### config.mk
export PLATFORM = sky130hd
export DESIGN_NAME = tiny_rv_csr_ctrl
export DESIGN_NICKNAME = d
export VERILOG_FILES = /design/src/rtl/tiny_rv_csr_pkg.sv /design/src/rtl/tiny_rv_csr_counter64.sv /design/src/rtl/tiny_rv_csr_ctrl.sv
export SDC_FILE = /design/constraint.sdc
export NUM_CORES = 1
export LEC_CHECK = 0
export BUFFER_PORTS_ARGS = -buffer_cell sky130_fd_sc_hd__buf_2
export CAP_MARGIN = 0
export CORE_UTILIZATION = 55
export DETAILED_ROUTE_END_ITERATION = 10
export PLACE_DENSITY_LB_ADDON = 0.12
export SETUP_SLACK_MARGIN = 0.3
export SKIP_CTS_REPAIR_TIMING = 1
export SLEW_MARGIN = 20
export SYNTH_ARGS = -nofsm -noshare
export SYNTH_HDL_FRONTEND = slang
export SYNTH_HIERARCHICAL = 1
export SYNTH_SLANG_ARGS = --single-unit
### constraint.sdc
create_clock -name i_clk -period 8.47 [get_ports i_clk]
set_clock_uncertainty 0.05 [all_clocks]
set_input_delay 1.694 -clock i_clk [delete_from_list [all_inputs] [get_ports i_clk]]
set_output_delay 1.694 -clock i_clk [all_outputs]
set_load 0.01 [all_outputs]
### src/rtl/tiny_rv_csr_pkg.sv
// tiny_rv_csr_pkg: shared CSR addresses, funct3 encodings, FSM states and mstatus fields
package tiny_rv_csr_pkg;
    localparam logic [11:0] CSR_MSTATUS   = 12'h300;
    localparam logic [11:0] CSR_MISA      = 12'h301;
    localparam logic [11:0] CSR_MTVEC     = 12'h305;
    localparam logic [11:0] CSR_MSCRATCH  = 12'h340;
    localparam logic [11:0] CSR_MEPC      = 12'h341;
    localparam logic [11:0] CSR_MCAUSE    = 12'h342;
    localparam logic [11:0] CSR_MCYCLE    = 12'hB00;
    localparam logic [11:0] CSR_MINSTRET  = 12'hB02;
    localparam logic [11:0] CSR_MCYCLEH   = 12'hB80;
    localparam logic [11:0] CSR_MINSTRETH = 12'hB82;
    localparam logic [11:0] CSR_CYCLE     = 12'hC00;
    localparam logic [11:0] CSR_INSTRET   = 12'hC02;
    localparam logic [11:0] CSR_CYCLEH    = 12'hC80;
    localparam logic [11:0] CSR_INSTRETH  = 12'hC82;
    localparam logic [11:0] CSR_MHARTID   = 12'hF14;

    localparam logic [2:0] F3_RW  = 3'd1;
    localparam logic [2:0] F3_RS  = 3'd2;
    localparam logic [2:0] F3_RC  = 3'd3;
    localparam logic [2:0] F3_RWI = 3'd5;
    localparam logic [2:0] F3_RSI = 3'd6;
    localparam logic [2:0] F3_RCI = 3'd7;

    typedef enum logic [1:0] {IDLE, READ, WRITE, RESP} state_t;

    localparam int MSTATUS_MIE  = 3;
    localparam int MSTATUS_MPIE = 7;
endpackage

### src/rtl/tiny_rv_csr_counter64.sv
// tiny_rv_csr_counter64: 64-bit free-running counter with per-half CSR write override
// ports: clk, rst (async high), inc (count enable), wr_lo/wr_hi (load a half from wdata), value
module tiny_rv_csr_counter64 (
    input  logic        clk,
    input  logic        rst,
    input  logic        inc,
    input  logic        wr_lo,
    input  logic        wr_hi,
    input  logic [31:0] wdata,
    output logic [63:0] value
);
    // a write suppresses the increment for the whole counter; the unwritten half holds
    always_ff @(posedge clk or posedge rst) begin
        if (rst)
            value <= '0;
        else if (wr_lo || wr_hi)
            value <= {wr_hi ? wdata : value[63:32], wr_lo ? wdata : value[31:0]};
        else if (inc)
            value <= value + 64'd1;
    end
endmodule

### src/rtl/tiny_rv_csr_ctrl.sv
// tiny_rv_csr_ctrl: machine-mode CSR file with read/modify/commit sequencer and 64-bit counters
// ports: i_clk, i_rst (async high); request i_req_valid/o_req_ready with i_funct3, i_csr, i_rs1, i_rs1_idx;
//        response o_rsp_valid/i_rsp_ready with o_rsp_data, o_rsp_illegal; i_retire; o_mtvec, o_mepc, o_mie
module tiny_rv_csr_ctrl
    import tiny_rv_csr_pkg::*;
#(
    parameter logic [31:0] HART_ID     = 32'd0,
    parameter logic [31:0] MISA_VALUE  = 32'h4000_0100,
    parameter logic [31:0] MTVEC_RESET = 32'h0000_0000
) (
    input  logic        i_clk,
    input  logic        i_rst,
    input  logic        i_req_valid,
    output logic        o_req_ready,
    input  logic [2:0]  i_funct3,
    input  logic [11:0] i_csr,
    input  logic [31:0] i_rs1,
    input  logic [4:0]  i_rs1_idx,
    output logic        o_rsp_valid,
    input  logic        i_rsp_ready,
    output logic [31:0] o_rsp_data,
    output logic        o_rsp_illegal,
    input  logic        i_retire,
    output logic [31:0] o_mtvec,
    output logic [31:0] o_mepc,
    output logic        o_mie
);
    state_t state, state_d;
    logic [2:0] f3_q;
    logic [11:0] csr_q;
    logic [31:0] op_q;
    logic nz_q;
    logic mie, mpie;
    logic [31:0] mtvec, mscratch, mepc, mcause;
    logic [63:0] mcycle, minstret;
    logic [31:0] rdata, wdata;
    logic impl, we, illegal, commit;

    always_ff @(posedge i_clk or posedge i_rst) begin
        if (i_rst)
            state <= IDLE;
        else
            state <= state_d;
    end

    always_comb begin
        state_d = state;
        case (state)
            IDLE:  state_d = i_req_valid ? READ : IDLE;
            READ:  state_d = WRITE;
            WRITE: state_d = RESP;
            RESP:  state_d = i_rsp_ready ? IDLE : RESP;
            default: state_d = IDLE;
        endcase
    end

    // o_rsp_data doubles as the captured old value: when it is zeroed for an
    // illegal access the commit is blocked anyway
    always_comb begin
        impl = 1'b1;
        rdata = '0;
        case (csr_q)
            CSR_MSTATUS: begin
                rdata[MSTATUS_MIE] = mie;
                rdata[MSTATUS_MPIE] = mpie;
            end
            CSR_MISA:                  rdata = MISA_VALUE;
            CSR_MTVEC:                 rdata = mtvec;
            CSR_MSCRATCH:              rdata = mscratch;
            CSR_MEPC:                  rdata = mepc;
            CSR_MCAUSE:                rdata = mcause;
            CSR_MCYCLE, CSR_CYCLE:     rdata = mcycle[31:0];
            CSR_MCYCLEH, CSR_CYCLEH:   rdata = mcycle[63:32];
            CSR_MINSTRET, CSR_INSTRET: rdata = minstret[31:0];
            CSR_MINSTRETH, CSR_INSTRETH: rdata = minstret[63:32];
            CSR_MHARTID:               rdata = HART_ID;
            default:                   impl = 1'b0;
        endcase
        we = (f3_q[1:0] == 2'b01) || nz_q;
        illegal = (f3_q[1:0] == 2'b00) || !impl || (we && csr_q[11:10] == 2'b11);
        wdata = f3_q[1:0] == 2'b01 ? op_q : f3_q[1:0] == 2'b10 ? o_rsp_data | op_q : o_rsp_data & ~op_q;
        commit = state == WRITE && we && !o_rsp_illegal;
    end

    always_ff @(posedge i_clk or posedge i_rst) begin
        if (i_rst) begin
            f3_q <= '0;
            csr_q <= '0;
            op_q <= '0;
            nz_q <= 1'b0;
            o_rsp_data <= '0;
            o_rsp_illegal <= 1'b0;
            mie <= 1'b0;
            mpie <= 1'b0;
            mtvec <= MTVEC_RESET;
            mscratch <= '0;
            mepc <= '0;
            mcause <= '0;
        end else begin
            if (state == IDLE && i_req_valid) begin
                f3_q <= i_funct3;
                csr_q <= i_csr;
                op_q <= i_funct3[2] ? {27'd0, i_rs1_idx} : i_rs1;
                nz_q <= |i_rs1_idx;
            end
            if (state == READ) begin
                o_rsp_data <= illegal ? '0 : rdata;
                o_rsp_illegal <= illegal;
            end
            if (commit) begin
                case (csr_q)
                    CSR_MSTATUS: begin
                        mie <= wdata[MSTATUS_MIE];
                        mpie <= wdata[MSTATUS_MPIE];
                    end
                    CSR_MTVEC:    mtvec <= wdata;
                    CSR_MSCRATCH: mscratch <= wdata;
                    CSR_MEPC:     mepc <= {wdata[31:2], 2'b00};
                    CSR_MCAUSE:   mcause <= wdata;
                    default: ;
                endcase
            end
        end
    end

    tiny_rv_csr_counter64 u_mcycle (
        .clk(i_clk),
        .rst(i_rst),
        .inc(1'b1),
        .wr_lo(commit && csr_q == CSR_MCYCLE),
        .wr_hi(commit && csr_q == CSR_MCYCLEH),
        .wdata(wdata),
        .value(mcycle)
    );

    tiny_rv_csr_counter64 u_minstret (
        .clk(i_clk),
        .rst(i_rst),
        .inc(i_retire),
        .wr_lo(commit && csr_q == CSR_MINSTRET),
        .wr_hi(commit && csr_q == CSR_MINSTRETH),
        .wdata(wdata),
        .value(minstret)
    );

    assign o_req_ready = state == IDLE;
    assign o_rsp_valid = state == RESP;
    assign o_mtvec = mtvec;
    assign o_mepc = mepc;
    assign o_mie = mie;
endmodule
==> impl_metrics.csv <==
group,metric,value,unit
outcome,status,"finished clean",
floorplan,placeableCoreArea,0.03387,mm2
placement,io_buffers,154,
clock_tree,cts_made_buffers,40,
setup_path,required,8860,ps
floorplan,fp-row-count,67,
final_layout,final_common_cell,"nand2_1",
yosys,synthDistinctLibCells,84,
timing,fmax,219.6,MHz
global_route,grt_use_total,0.4115,
yosys,ys_seq_area_frac,0.4423,
setup_path,arrival,4940,ps
setup_path,cp-start-kind,"register",
route,drt-wirelength-per-cell,26.28,um
timing,slew_headroom,0.2222,
min_path,holdCritStartpoint,"mcause[27]",
final_layout,drive_gt1_frac,0.1399,
placement,place_congestion,1.072,
timing,tightest_slew,1156,ps
setup_path,r2r_start,"f3_q[1]",
timing,rsz0062_at_grt,"no",
clock_tree,clock_path_buffers,3,
yosys,ys_seq_elements,338,
clock_tree,htree_levels,2,
route,first_pass_iters,7,
power,power.density,277.3,mW/mm2
global_route,grt_pass1_wl,109800,um
route,ant_nets,0,
timing,setup-tns-final,0,ps
floorplan,dieArea,0.03552,mm2
final_layout,multi_input_area,0.009864,mm2
timing,fin_crit,4554,ps
floorplan,chipHeight,188.5,um
setup_path,path_class,"register to register",
route,drt_iter0_drc,2364,
timing,period_share,0.5376,
min_path,min_path_type,"register to register",
clock_tree,cts.sinks,338,
setup_path,max_stage_delay,870,ps
power,power.leakage,9.092,nW
clock_tree,cts-root-buf,"clkbuf_16",
floorplan,num_io_pins,157,
yosys,synthFlopType,"dfrtp_1",
floorplan,fp.dieW,188.5,um
timing,finalMaxSlewViolations,0,
final_layout,area_growth_syn_to_layout,12.21,%
global_route,overflow,0,
setup_path,critPathSlowestCell,"a2111oi_4",
yosys,synth_edf_count,0,
floorplan,start_util,0.5646,
clock_tree,tritoncts,"done",
yosys,ys_async_sr_fraction,1.000,
global_route,grt_pass1_vias,17370,
global_route,grt_max_degree,137,
final_layout,fillers,2939,
route,drt_wl_total,73240,um
yosys,yosysWarnings,6,
route,viasPerCell,6.677,
route,drc,0,
yosys,syn_inst,2231,
timing,setup_viol,0,
setup_path,crit_start,"f3_q[1]",
route,vias,18610,
placement,hpwl,52750,um
timing,hold_violations,0,
setup_path,crit_fanout,32,
clock_tree,clk_latency,580,ps
setup_path,cp-end-kind,"register",
final_layout,utilization,0.6336,
global_route,antenna_found_initial,2,
final_layout,layout_common_cells,"nand2_1 (363), dfrtp_1 (337), o21ai_0 (285)",
final_layout,nets,2369,
yosys,syn_area,0.01912,mm2
clock_tree,clk_pin_slew_worst_paths,60,ps
setup_path,crit_chain,"nand2b_1 > a2111oi_4 > nand2_1 > nor3_2 > buf_4 > inv_1 > buf_4 > nand2_1 > nand3_1 > nor4_1 > a211oi_1",
power,vdd_drop_max,0.2716,mV
run,maxCapViolCount,0,
final_layout,final-seq-area,0.008462,mm2
yosys,syn_avg_cell_area,8.571,um2
final cells by class:
| type | instances | share of cell area |
|---|---|---|
| Multi-Input combinational cell | 1682 | 0.4597 |
| Antenna cell | 1 | 0.0001166 |
| Inverter | 61 | 0.01102 |
| Clock inverter | 9 | 0.004782 |
| Timing Repair Buffer | 187 | 0.04747 |
| Clock buffer | 61 | 0.05639 |
| Tap cell | 448 | 0.02612 |
| Sequential cell | 338 | 0.3944 |
synth_stat cells, types with 15 or more instances:
master    number  area [um2]
nor3_1        51       255.2
nand3_1       66       330.3
mux2_2        29       326.6
nor2_1       157       589.3
and3_1        19       118.9
o221ai_1      18       157.7
or3_1         19       118.9
nand2b_1      35       219.0
or4_1         18       135.1
nand4_1       61       381.6
clkbuf_1     110       412.9
dfrtp_1      338        8458
buf_2         23       115.1
o21ai_0      285        1426
nor4_1        30       187.7
a211oi_1      39       292.8
inv_1         60       225.2
a22oi_1       41       307.8
xnor2_1       50       437.9
and2_1        15       93.84
a21oi_1       93       465.5
a31oi_1       21       131.4
xor2_1        21       183.9
mux2i_1       60       600.6
a22o_1        23       201.4
o22ai_1       19       118.9
nand2_1      364        1366
cells by family after synthesis:
group	count (synthesis)	share of synthesized area
DFF	338	0.4423
xor gates and xnor gates	71	0.03252
other	2	0.0003927
muxes	89	0.04849
AOI/OAI and AO/OA	614	0.1965
and+or+nand+nor	903	0.2329
adders and majority gates	2	0.001308
buffers and inverters	212	0.04561
metrics by stage:
stage | power (mW) | setup WS (ps) | cell area, um2 | hold WS [ps] | std cells
CTS | 5.863 | 4021 | 21420 | 432.0 | 2786
detailed placement | 4.128 | 4017 | 20110 | 419.0 | 2716
floorplan | 3.249 | 988.5 | 19130 | 394.4 | 2232
finish | 5.950 | 3916 | 21460 | 429.1 | 2787
global route | 6.135 | 3723 | 21450 | 453.8 | 2786
global placement | 4.086 | 4088 | 20110 | 410.8 | 2716
state kept, by name (all words and copies together) (netlist names), 2 cells and up:
register / flops
f3_q: 2
mcause: 32
op_q: 32
u_minstret/value: 64
mscratch: 32
csr_q: 12
o_mepc: 30
state: 2
u_mcycle/value: 64
o_rsp_data: 32
o_mtvec: 32
worst max-delay path, delay by kind of cell (launching register included):
family	cells	cell delay, ps
buffers and inverters	3	1080
DFF	1	640
and+or+nand+nor	6	1650
AOI/OAI and AO/OA	2	950
worst paths after layout:
check                                endpoint  slack (ps)  depth (start not counted)
hold / removal                     mcause[27]         430                          2
setup reg to reg           u_mcycle/value[58]        3920                         11
setup / recovery           u_mcycle/value[58]        3920                         11
hold reg to reg                    mcause[27]         430                          2
max in group asynchronous            op_q[11]        5440                          3
min in group asynchronous   u_mcycle/value[2]        1270                          2
where the power goes:
group / leakage [nW] / switching (mW) / total [mW] / internal (mW)
logic: 4.24 / 1.45 / 2.01 / 0.564
registers: 4.20 / 0.368 / 2.20 / 1.83
clock network: 0.647 / 0.722 / 1.74 / 1.02
routing by layer:
metal	track usage	routed length, um
met3	0.08586	8292
met2	0.6073	31470
met4	0.1873	3821
met1	0.5817	29640
met5	0	13
Note: power is estimated with default switching activity, not from simulation.
